## src/rtl/universal_counter_reg_pkg.sv

```systemverilog
// Shared op codes and control-state encoding for the universal counter register.
package urc_pkg;

  localparam logic [2:0] OP_HOLD = 3'b000;
  localparam logic [2:0] OP_LOAD = 3'b001;
  localparam logic [2:0] OP_INC  = 3'b010;
  localparam logic [2:0] OP_DEC  = 3'b011;
  localparam logic [2:0] OP_SHL  = 3'b100;
  localparam logic [2:0] OP_SHR  = 3'b101;
  localparam logic [2:0] OP_ROL  = 3'b110;
  localparam logic [2:0] OP_ROR  = 3'b111;

  typedef enum logic {
    ST_IDLE = 1'b0,
    ST_RUN  = 1'b1
  } urc_state_e;

  function automatic logic is_count_op(input logic [2:0] op);
    return (op == OP_INC) || (op == OP_DEC);
  endfunction

endpackage

```

## src/rtl/universal_counter_reg_if.sv

```systemverilog
// Control/data bundle of the universal counter register; master drives ops, slave is the register.
interface urc_if #(
  parameter int N = 8
) ();

  logic         CLR;
  logic         EN;
  logic [2:0]   OP;
  logic         SAT;
  logic [N-1:0] D;
  logic [N-1:0] LO;
  logic [N-1:0] HI;
  logic [N-1:0] STEP;
  logic         SI;
  logic [N-1:0] Q;
  logic         SO;
  logic         TC;
  logic         BUSY;

  modport master (
    output CLR, EN, OP, SAT, D, LO, HI, STEP, SI,
    input  Q, SO, TC, BUSY
  );

  modport slave (
    input  CLR, EN, OP, SAT, D, LO, HI, STEP, SI,
    output Q, SO, TC, BUSY
  );

endinterface

```

## src/rtl/universal_counter_reg_bound_step.sv

```systemverilog
// Combinational bounded step: next count value and window-hit flag; zero latency.
// No flow control; result is valid whenever the inputs are.
module urc_bound_step #(
  parameter int N = 8
) (
  input  logic [N-1:0] i_q,
  input  logic [N-1:0] i_step,
  input  logic [N-1:0] i_lo,
  input  logic [N-1:0] i_hi,
  input  logic         i_sat,
  input  logic         i_dn,
  output logic [N-1:0] o_nxt,
  output logic         o_hit
);

  logic [N:0] w_sum;
  logic [N:0] w_room;
  logic       w_miscfg;
  logic       w_inc_hit;
  logic       w_dec_hit;

  // One extra bit keeps the compares free of wrap-around.
  assign w_sum     = {1'b0, i_q} + {1'b0, i_step};
  assign w_room    = {1'b0, i_q} - {1'b0, i_lo};
  assign w_miscfg  = (i_lo > i_hi);

  assign w_inc_hit = w_miscfg || (i_q >= i_hi) || (w_sum > {1'b0, i_hi});
  // w_room is only meaningful when Q > LO, which the middle term guarantees.
  assign w_dec_hit = w_miscfg || (i_q <= i_lo) || ({1'b0, i_step} > w_room);

  always_comb begin
    o_hit = 1'b0;
    o_nxt = i_q;
    if (i_dn) begin
      o_hit = w_dec_hit;
      if (w_dec_hit) o_nxt = i_sat ? i_lo : i_hi;
      else           o_nxt = i_q - i_step;
    end else begin
      o_hit = w_inc_hit;
      if (w_inc_hit) o_nxt = i_sat ? i_hi : i_lo;
      else           o_nxt = w_sum[N-1:0];
    end
  end

endmodule

```

## src/rtl/universal_counter_reg.sv

```systemverilog
// Universal register: load, bounded count, shift/rotate; all outputs registered, latency 1 cycle.
// No backpressure: a new op is accepted on every enabled clock edge.
module universal_counter_reg
  import urc_pkg::*;
#(
  parameter int           N    = 8,
  parameter logic [N-1:0] INIT = '0
) (
  input  logic C,
  input  logic RN,
  urc_if.slave bus
);

  logic [N-1:0] r_q;
  logic         r_so;
  logic         r_tc;
  urc_state_e   r_st;

  logic [N-1:0] w_q_nxt;
  logic         w_so_nxt;
  logic         w_tc_nxt;
  urc_state_e   w_st_nxt;

  logic         w_dn;
  logic [N-1:0] w_cnt_nxt;
  logic         w_hit;

  assign w_dn = (bus.OP == OP_DEC);

  urc_bound_step #(.N(N)) u_bound_step (
    .i_q    (r_q),
    .i_step (bus.STEP),
    .i_lo   (bus.LO),
    .i_hi   (bus.HI),
    .i_sat  (bus.SAT),
    .i_dn   (w_dn),
    .o_nxt  (w_cnt_nxt),
    .o_hit  (w_hit)
  );

  always_comb begin
    w_q_nxt  = r_q;
    w_so_nxt = r_so;
    w_tc_nxt = 1'b0;
    if (bus.CLR) begin
      w_q_nxt  = bus.LO;
      w_so_nxt = 1'b0;
    end else if (bus.EN) begin
      case (bus.OP)
        OP_HOLD: ;
        OP_LOAD: w_q_nxt = bus.D;
        OP_INC, OP_DEC: begin
          w_q_nxt  = w_cnt_nxt;
          w_tc_nxt = w_hit;
        end
        OP_SHL: begin
          w_q_nxt  = {r_q[N-2:0], bus.SI};
          w_so_nxt = r_q[N-1];
        end
        OP_SHR: begin
          w_q_nxt  = {bus.SI, r_q[N-1:1]};
          w_so_nxt = r_q[0];
        end
        OP_ROL: begin
          w_q_nxt  = {r_q[N-2:0], r_q[N-1]};
          w_so_nxt = r_q[N-1];
        end
        OP_ROR: begin
          w_q_nxt  = {r_q[0], r_q[N-1:1]};
          w_so_nxt = r_q[0];
        end
      endcase
    end
  end

  // Run tracker: stays in RUN only across uninterrupted INC/DEC ops; EN=0 freezes it.
  always_comb begin
    w_st_nxt = r_st;
    if (bus.CLR) begin
      w_st_nxt = ST_IDLE;
    end else if (bus.EN) begin
      w_st_nxt = is_count_op(bus.OP) ? ST_RUN : ST_IDLE;
    end
  end

  always_ff @(posedge C or negedge RN) begin
    if (!RN) begin
      r_q  <= INIT;
      r_so <= 1'b0;
      r_tc <= 1'b0;
      r_st <= ST_IDLE;
    end else begin
      r_q  <= w_q_nxt;
      r_so <= w_so_nxt;
      r_tc <= w_tc_nxt;
      r_st <= w_st_nxt;
    end
  end

  assign bus.Q    = r_q;
  assign bus.SO   = r_so;
  assign bus.TC   = r_tc;
  assign bus.BUSY = (r_st == ST_RUN);

endmodule

```

## src/flat_wrapper.sv

```systemverilog
// flat-port wrapper written by rule: the top's interface ports become plain ports
module universal_counter_reg_flat import urc_pkg::*;
#(
  parameter int           N    = 8,
  parameter logic [N-1:0] INIT = '0
)
  (C, RN, bus_CLR, bus_EN, bus_OP, bus_SAT, bus_D, bus_LO, bus_HI, bus_STEP, bus_SI, bus_Q, bus_SO, bus_TC, bus_BUSY);
  urc_if #(.N(N)) bus_i ();
  input  logic C;
  input  logic RN;
  input wire logic [$bits(bus_i.CLR)-1:0] bus_CLR;
  input wire logic [$bits(bus_i.EN)-1:0] bus_EN;
  input wire logic [$bits(bus_i.OP)-1:0] bus_OP;
  input wire logic [$bits(bus_i.SAT)-1:0] bus_SAT;
  input wire logic [$bits(bus_i.D)-1:0] bus_D;
  input wire logic [$bits(bus_i.LO)-1:0] bus_LO;
  input wire logic [$bits(bus_i.HI)-1:0] bus_HI;
  input wire logic [$bits(bus_i.STEP)-1:0] bus_STEP;
  input wire logic [$bits(bus_i.SI)-1:0] bus_SI;
  output wire logic [$bits(bus_i.Q)-1:0] bus_Q;
  output wire logic [$bits(bus_i.SO)-1:0] bus_SO;
  output wire logic [$bits(bus_i.TC)-1:0] bus_TC;
  output wire logic [$bits(bus_i.BUSY)-1:0] bus_BUSY;
  assign bus_i.CLR = bus_CLR;
  assign bus_i.EN = bus_EN;
  assign bus_i.OP = bus_OP;
  assign bus_i.SAT = bus_SAT;
  assign bus_i.D = bus_D;
  assign bus_i.LO = bus_LO;
  assign bus_i.HI = bus_HI;
  assign bus_i.STEP = bus_STEP;
  assign bus_i.SI = bus_SI;
  assign bus_Q = bus_i.Q;
  assign bus_SO = bus_i.SO;
  assign bus_TC = bus_i.TC;
  assign bus_BUSY = bus_i.BUSY;
  universal_counter_reg #(.N(N), .INIT(INIT)) u_core (.C(C), .RN(RN), .bus(bus_i));
endmodule
```

## config.mk

```make
export PLATFORM = sky130hd
export DESIGN_NAME = universal_counter_reg_flat
export DESIGN_NICKNAME = d
export VERILOG_FILES = /design/src/rtl/universal_counter_reg_pkg.sv /design/src/rtl/universal_counter_reg_if.sv /design/src/rtl/universal_counter_reg_bound_step.sv /design/src/rtl/universal_counter_reg.sv /design/src/flat_wrapper.sv
export SDC_FILE = /design/constraint.sdc
export NUM_CORES = 1
export LEC_CHECK = 0
export CAP_MARGIN = 15
export CORE_MARGIN = 2
export CORE_UTILIZATION = 50
export CTS_BUF_LIST = sky130_fd_sc_hd__clkbuf_8
export CTS_CLUSTER_SIZE = 30
export DETAILED_ROUTE_END_ITERATION = 8
export PLACE_DENSITY = 0.84
export SKIP_CTS_REPAIR_TIMING = 1
export SLEW_MARGIN = 25
export SYNTH_ARGS = -nofsm -noshare
export SYNTH_HDL_FRONTEND = slang
export SYNTH_SLANG_ARGS = --single-unit
```

## constraint.sdc

```tcl
create_clock -name C -period 3.12 [get_ports C]
set_input_delay 0.312 -clock C [delete_from_list [all_inputs] [get_ports C]]
set_output_delay 0.312 -clock C [all_outputs]
set_load 0.05 [all_outputs]
```

==> metrics.cfg, run 1 <==
[outcome]
status=complete, but fails checks
violations=setup timing

[synthesis]
synth_top_family_by_area=compound AO/OA/AOI/OAI gates
seq_area_frac_synth=0.0962
synth_mux_area_frac=0.0734
synth_flop_cell=dfrtp_1
synth_fa_ha_area_frac=0.261
synth_seq_cells=11
synth_area_um2=2860
synth_xor_area_frac=0.0428
synth-edff-count=0
synth_nets=466
yosysWarnings=0
async_flop_share=1.00
yosysUniqueCellTypes=56
synth-simple-area-share=0.175
synthTopCellsByArea=ha_1, dfrtp_1, mux2i_1
synth_compound_area_frac=0.281
avgSynthCellArea_um2=7.80
netlist.top_cell.by_area=ha_1
yosysMostFrequentCell=ha_1
ys_top_cells_by_count=ha_1, inv_1, o21ai_0, nand2_1, nor2_1
yosys.area.top_type_share=0.240
synth_cells=367

[cells_and_area]
final_util=0.813
multi_input_area_um2=2680
num_antenna_cells=0
drive_gt1_frac=0.310
area_delta_synth_final_pct=56.3
final_nets=596
fill_cells=316
seq_area_um2=285

[grt]
grt_overflow_total=0
grt_use_total=0.328
grt_pass1_vias=3429
antenna_found_initial=0
grt_max_degree=23
grt_pass1_wl_mm=16.4

[pwr]
p_int_mw=1.04
vdd_drop_max_mv=0.240
total_power_mw=1.93
power_frac_comb=0.819
clkPwrFrac=0.075
power.share.sequential=0.106
switching_share=0.462
p_leak_nw=2.09
p_sw_mw=0.889
p_per_area_nw_per_um2=430

[routing]
routedWlPerCell_um=20.6
viasPerCell=6.47
drtIter0Drc=398
drc=0
totalWireLength_mm=11.7
postRouteAntennaNets=0
dr.pass1.iters=7
dr_total_vias=3677

[placement]
hpwl_mm=8.46
io_buffer_count=51
gp_congestion=0.937
dp_slack_ps=-739

[cts]
ctsHtreeMaxLevel=1
cts_buffer_depth=2
cts_tree=built
path_clk_slew_ps=50
cts_sinks=11
clock_latency_ps=240
cts-root-buf=clkbuf_8
numCtsBuffers=3

[run]
maxCapViolCount=0

[sta]
max_freq_mhz=274
layout_setup_ws_ps=-536
fin_skew_ps=3.65
finalSetupTns_ps=-3970
fin_crit_ps=3660
grt_setup_unrepaired=true
maxSlewViolCount=0
tightest_slew_ps=801
slew_headroom=0.464
finalSetupViolations=9
finalHoldViolations=0
fin_hold_ws_ps=417
period_share=1.17

[setup_path]
worstPathRequired_ps=3280
reg2reg_slack_ps=-540
critical-path-max-stage-delay_ps=530
end_kind=register
cp-start-kind=register
cp_slowest_cell=dfrtp_4
critPathArrivalTime_ps=3820
crit_family=compound AO/OA/AOI/OAI gates
path_cells=buf_6, ha_1, a21oi_2, o41ai_4, o41ai_2, xnor2_1, ha_2, buf_4, nor2_1, a21oi_1, o221ai_1, and4b_2, buf_4, clkbuf_16, o41ai_2, o21ai_1, o211ai_1
crit_type=register to register
crit_buf_inv=4
cp_max_fo=5

[floorplanning]
io_pins=52
fp-row-count=27
fp.dieH_um=79.7
core_area_um2=5510
start_util=0.520
die_w_um=79.7
die_area_um2=6350

[min_path]
min_path_type=primary input to asynchronous set/reset pin

[logic make-up (layout without fill, tap and decap cells)]
family,count (synthesis),in the layout
buf+inv,45,174
mux,21,21
fa+ha+maj,58,58
flops,11,11
simple gates,100,100
compound gates,118,118
xor+xnor,14,14
[final timing paths]
| path | from | to | depth (start not counted) |
|---|---|---|---|
| max | u_core.bus.Q[1]$_DFFE_PN0P_ | u_core.bus.Q[7]$_DFFE_PN0P_ | 17 |
| min reg2reg | u_core.bus.BUSY$_DFFE_PN0P_ | u_core.bus.BUSY$_DFFE_PN0P_ | 2 |
| max reg2reg | u_core.bus.Q[1]$_DFFE_PN0P_ | u_core.bus.Q[7]$_DFFE_PN0P_ | 17 |
| max in group asynchronous | RN | u_core.bus.Q[1]$_DFFE_PN0P_ | 1 |
| min | RN | u_core.bus.Q[6]$_DFFE_PN0P_ | 1 |
| min in group C | u_core.bus.BUSY$_DFFE_PN0P_ | u_core.bus.BUSY$_DFFE_PN0P_ | 2 |
[routing by layer]
metal  vias up  global-route usage  part of all wire
met5         -                   0                 0
met4         0               0.136             0.074
met3        88              0.0271              0.10
met2       291               0.593              0.47
met1      1675               0.395              0.36
li1       1623                   -                 -
[power by group through the flow]
stage          Sequential [mW]  Clock, mW  Combinational (mW)
6_report                 0.204      0.145                1.58
5_1_grt                  0.204      0.150                1.67
4_1_cts                  0.199      0.145                1.33
3_5_place_dp             0.200          0                1.32
2_1_floorplan            0.262          0               0.713
3_3_place_gp             0.200          0                1.27
[registers in the layout (all words and copies together) (netlist names)]
name             count
u_core.bus.BUSY      1
u_core.bus.TC        1
u_core.bus.Q         8
u_core.bus.SO        1
[placed cells by master, fill, tap and decap left out, drive strengths merged, types with 7 or more instances in the layout]
master / n
xnor2: 11
o21ai: 31
a22oi: 12
nor2: 28
mux2i: 21
dlymetal6s2s: 7
a21oi: 21
ha: 55
nand2: 28
nand4: 9
buf: 87
nand3: 8
o21a: 7
clkdlybuf4s50: 44
inv: 32
o211ai: 9
dfrtp: 11
[through the flow]
stage,area (um^2),cells
after floorplan,2970,367
after global placement,4080,551
after detailed placement,4080,551
after CTS,4120,555
after global routing,4470,568
final,4470,568
[final cells by class]
type,count,area share
Multi-Input combinational cell,311,0.599
Timing Repair Buffer,139,0.281
Sequential cell,11,0.0638
Inverter,31,0.0260
Tap cell,72,0.0201
Clock buffer,3,0.00923
Clock inverter,1,0.000839
(Power assumes the default switching activity.)
==> run 2: changes to the inputs <==
--- a/config.mk
+++ b/config.mk
@@ -7,11 +7,10 @@
 export LEC_CHECK = 0
 export CAP_MARGIN = 15
 export CORE_MARGIN = 2
-export CORE_UTILIZATION = 50
+export CORE_UTILIZATION = 60
 export CTS_BUF_LIST = sky130_fd_sc_hd__clkbuf_8
-export CTS_CLUSTER_SIZE = 30
 export DETAILED_ROUTE_END_ITERATION = 8
-export PLACE_DENSITY = 0.84
+export PLACE_DENSITY = 0.94
 export SKIP_CTS_REPAIR_TIMING = 1
 export SLEW_MARGIN = 25
 export SYNTH_ARGS = -nofsm -noshare
==> constraint.sdc (replaced) <==
create_clock -name C -period 4.3 [get_ports C]
set_input_delay 0.43 -clock C [delete_from_list [all_inputs] [get_ports C]]
set_output_delay 0.43 -clock C [all_outputs]
set_load 0.05 [all_outputs]
==> metrics.cfg, run 2 (synthesized netlist as in run 1, its figures left out) <==
[pwr]
vdd_drop_max_mv=0.162
p_per_area_nw_per_um2=299
p_leak_nw=1.62
p_sw_mw=0.532
power_frac_comb=0.750
switching_share=0.506
clkPwrFrac=0.106
power.share.sequential=0.144
p_int_mw=0.519

[sta]
slew_headroom=0.330
finalSetupTns_ps=0
finalSetupViolations=0
max_freq_mhz=244
finalHoldViolations=0
fin_skew_ps=1.12
period_share=0.953
fin_crit_ps=4100
maxSlewViolCount=0
grt_setup_unrepaired=false
tightest_slew_ps=1000

[min_path]
hold_path.startpoint=u_core.bus.BUSY$_DFFE_PN0P_
min_path_type=register to register

[cts]
cts_buffer_depth=2
cts_sinks=11
ctsHtreeMaxLevel=1
numCtsBuffers=3
path_clk_slew_ps=60
cts_tree=built
clock_latency_ps=250
cts-root-buf=clkbuf_8

[grt]
antenna_found_initial=0
grt_overflow_total=0
grt_pass1_wl_mm=14.4
grt_pass1_vias=3047
grt_max_degree=27
grt_use_total=0.349

[cells_and_area]
multi_input_area_um2=2400
final_util=0.754
fill_cells=369
num_antenna_cells=0
layout_common_cells=ha_1, clkdlybuf4s50_1, inv_1
largest_reg_flops=8
area_delta_synth_final_pct=22.8
final_nets=521
final_common_cell=ha_1
seq_area_um2=275
drive_gt1_frac=0.0713

[setup_path]
cp_max_fo=10
cp-start-kind=primary input
critPathArrivalTime_ps=4270
timing.rr.start=u_core.bus.Q[1]$_DFFE_PN0P_
crit_type=primary input to register
end_kind=register
worstPathRequired_ps=4470
critPathLaunch=bus_STEP[4]

[floorplanning]
die_w_um=73.1
fp.dieH_um=73.1
io_pins=52
die_area_um2=5340
core_area_um2=4660
start_util=0.614
fp-row-count=25

[routing]
drc=0
dr.pass1.iters=7
viasPerCell=6.77
totalWireLength_mm=9.50
drtIter0Drc=485
postRouteAntennaNets=0
routedWlPerCell_um=20.0
dr_total_vias=3215

[run]
maxCapViolCount=0

[placement]
hpwl_mm=7.36
gp_congestion=0.988
io_buffer_count=51

[outcome]
status=completed

## run 2: power by group through the flow
stage	Sequential (mW)	Combinational [mW]	Clock, mW
5_1_grt	0.151	0.851	0.110
3_5_place_dp	0.151	0.757	0
2_1_floorplan	0.185	0.492	0
3_3_place_gp	0.151	0.730	0
6_report	0.151	0.788	0.112
4_1_cts	0.149	0.763	0.107
## run 2: worst max-delay path, stage by stage
cell	delay [ps]
clkdlybuf4s50_1	510
inv_1	60
ha_1	410
inv_1	150
a22oi_1	200
o41ai_1	150
o41ai_2	320
xnor2_1	180
ha_1	250
nor4_1	270
o21ai_0	140
o221ai_1	170
and4b_1	220
buf_4	220
mux2i_1	120
o311a_1	320
a22oi_2	150
## run 2: final cells by class
| cell class | count | area share |
|---|---|---|
| Multi-Input combinational cell | 311 | 0.684 |
| Tap cell | 54 | 0.0192 |
| Clock inverter | 1 | 0.00107 |
| Clock buffer | 3 | 0.0117 |
| Inverter | 31 | 0.0331 |
| Sequential cell | 11 | 0.0783 |
| Timing Repair Buffer | 64 | 0.173 |
## run 2: per-layer routing
layer	vias to the layer above	track usage	part of all wire
li1	1482	-	-
met1	1438	0.419	0.37
met2	226	0.587	0.46
met3	69	0.0511	0.093
met4	0	0.202	0.069
met5	-	0	0
## run 2: final timing paths
path | endpoint | slack [ps] | depth (start not counted)
worst max-delay path | u_core.bus.Q[5]$_DFFE_PN0P_ | 200 | 17
worst min-delay path | u_core.bus.BUSY$_DFFE_PN0P_ | 530 | 2
worst max register to register | u_core.bus.Q[4]$_DFFE_PN0P_ | 330 | 16
worst min register to register | u_core.bus.BUSY$_DFFE_PN0P_ | 530 | 2
max in group asynchronous | u_core.bus.Q[2]$_DFFE_PN0P_ | 3390 | 1
min in group asynchronous | u_core.bus.TC$_DFF_PN0_ | 540 | 1
## run 2: stage by stage
step                area, um^2  total power, mW  std cells  hold slack, ps  setup slack, ps
detailed placement        3450            0.907        471             522            -47.5
finish                    3510             1.05        475             531              201
global route              3510             1.11        475             585             22.4
CTS                       3500             1.02        475             534              190
floorplan                 2860            0.677        367             134              673
global placement          3450            0.881        471             508              139
==> run 3: changes to the inputs <==
--- a/config.mk
+++ b/config.mk
@@ -10,6 +10,7 @@
 export CORE_UTILIZATION = 60
 export CTS_BUF_LIST = sky130_fd_sc_hd__clkbuf_8
 export DETAILED_ROUTE_END_ITERATION = 8
+export GPL_ROUTABILITY_DRIVEN = 0
 export PLACE_DENSITY = 0.94
 export SKIP_CTS_REPAIR_TIMING = 1
 export SLEW_MARGIN = 25
==> metrics.cfg, run 3 (synthesized netlist as in run 1, its figures left out) <==
[grt]
grt_pass1_vias=3037
grt_max_degree=27
grt_overflow_total=0
antenna_found_initial=0
grt_pass1_wl_mm=14.3
grt_use_total=0.345

[floorplanning]
fp-row-count=25
start_util=0.614
core_area_um2=4660
io_pins=52
fp.dieH_um=73.1
die_w_um=73.1
die_area_um2=5340

[cells_and_area]
area_delta_synth_final_pct=21.2
drive_gt1_frac=0.0576
final_common_cell=ha_1
largest_reg_flops=8
num_antenna_cells=0
fill_cells=341
final_nets=517
layout_common_cells=ha_1, clkdlybuf4s50_1, inv_1

[setup_path]
cp-start-kind=primary input
cp_max_fo=10
worstPathRequired_ps=4470
crit_type=primary input to register
end_kind=register
critPathArrivalTime_ps=4120

[cts]
clock_latency_ps=250
cts_sinks=11
path_clk_slew_ps=50
cts_tree=built
numCtsBuffers=3
ctsHtreeMaxLevel=1
cts-root-buf=clkbuf_8
cts_buffer_depth=2

[sta]
tightest_slew_ps=1050
finalSetupTns_ps=0
fin_crit_ps=3950
grt_setup_unrepaired=false
finalHoldViolations=0
finalSetupViolations=0
fin_skew_ps=2.01
max_freq_mhz=253
maxSlewViolCount=0
period_share=0.919
slew_headroom=0.296

[run]
maxCapViolCount=0

[pwr]
total_power_mw=1.02
p_per_area_nw_per_um2=295
vdd_drop_max_mv=0.172
p_leak_nw=1.60

[routing]
totalWireLength_mm=8.96
dr.pass1.iters=6
routedWlPerCell_um=19.0
postRouteAntennaNets=0
drc=0
dr_total_vias=3171
drtIter0Drc=448
viasPerCell=6.73

[placement]
hpwl_mm=7.09
io_buffer_count=51

[outcome]
status=completed

[min_path]
min_path_type=primary input to asynchronous set/reset pin

## run 3: cell count changes in the layout (fill, tap and decap cells not counted)
cell     before  now
buf_4        13    9
o41ai_1       1    3
o41ai_2       2    0
## run 3: cell type report
cell class | count | area (um^2) | area share
Timing Repair Buffer | 60 | 578 | 0.167
Multi-Input combinational cell | 311 | 2390 | 0.688
Sequential cell | 11 | 275 | 0.0793
Clock inverter | 1 | 3.75 | 0.00108
Clock buffer | 3 | 41.3 | 0.0119
Tap cell | 54 | 67.6 | 0.0195
Inverter | 31 | 116 | 0.0335
## run 3: path summary, 6_finish.rpt
path                                              from                           to  slack [ps]  cells after the start
setup / recovery                           bus_STEP[4]  u_core.bus.Q[6]$_DFFE_PN0P_         350                     17
setup reg to reg           u_core.bus.Q[1]$_DFFE_PN0P_  u_core.bus.Q[2]$_DFFE_PN0P_         470                     15
hold reg to reg            u_core.bus.BUSY$_DFFE_PN0P_  u_core.bus.BUSY$_DFFE_PN0P_         530                      2
max in group asynchronous                           RN  u_core.bus.Q[3]$_DFFE_PN0P_        3430                      1
min in group C             u_core.bus.BUSY$_DFFE_PN0P_  u_core.bus.BUSY$_DFFE_PN0P_         530                      2
hold / removal                                      RN      u_core.bus.TC$_DFF_PN0_         530                      1
## run 3: metrics by stage
| step | setup WS, ps | hold WS [ps] | utilization | cell area [um^2] | cells |
|---|---|---|---|---|---|
| floorplan | 673 | 134 | - | 2860 | 367 |
| global placement | 329 | 501 | 0.735 | 3420 | 467 |
| detailed placement | 172 | 527 | 0.735 | 3420 | 467 |
| CTS | 421 | 539 | 0.744 | 3470 | 471 |
| global route | 141 | 584 | 0.744 | 3470 | 471 |
| finish | 350 | 526 | 0.744 | 3470 | 471 |
## run 3: critical path, cell delays in order
cell,delay (ps)
clkdlybuf4s50_1,520
inv_1,60
ha_1,400
inv_1,130
a22oi_1,190
o41ai_1,120
o41ai_1,340
xnor2_1,150
ha_1,230
nor4_1,270
o21ai_0,130
o221ai_1,170
and4b_1,210
buf_4,210
mux2i_1,110
o311a_1,320
a22oi_2,140
## run 3: where the power goes
part           total, mW  internal, mW  switching, mW
registers          0.152         0.116         0.0361
clock network      0.108        0.0631         0.0445
logic              0.763         0.332          0.432
## run 3: per-layer routing
metal  vias to the layer above  track usage  wire length (um)
li1                       1469            -                 -
met1                      1420        0.424              3310
met2                       222        0.575              4120
met3                        60       0.0470               989
met4                         0        0.193               540
met5                         -            0                 0
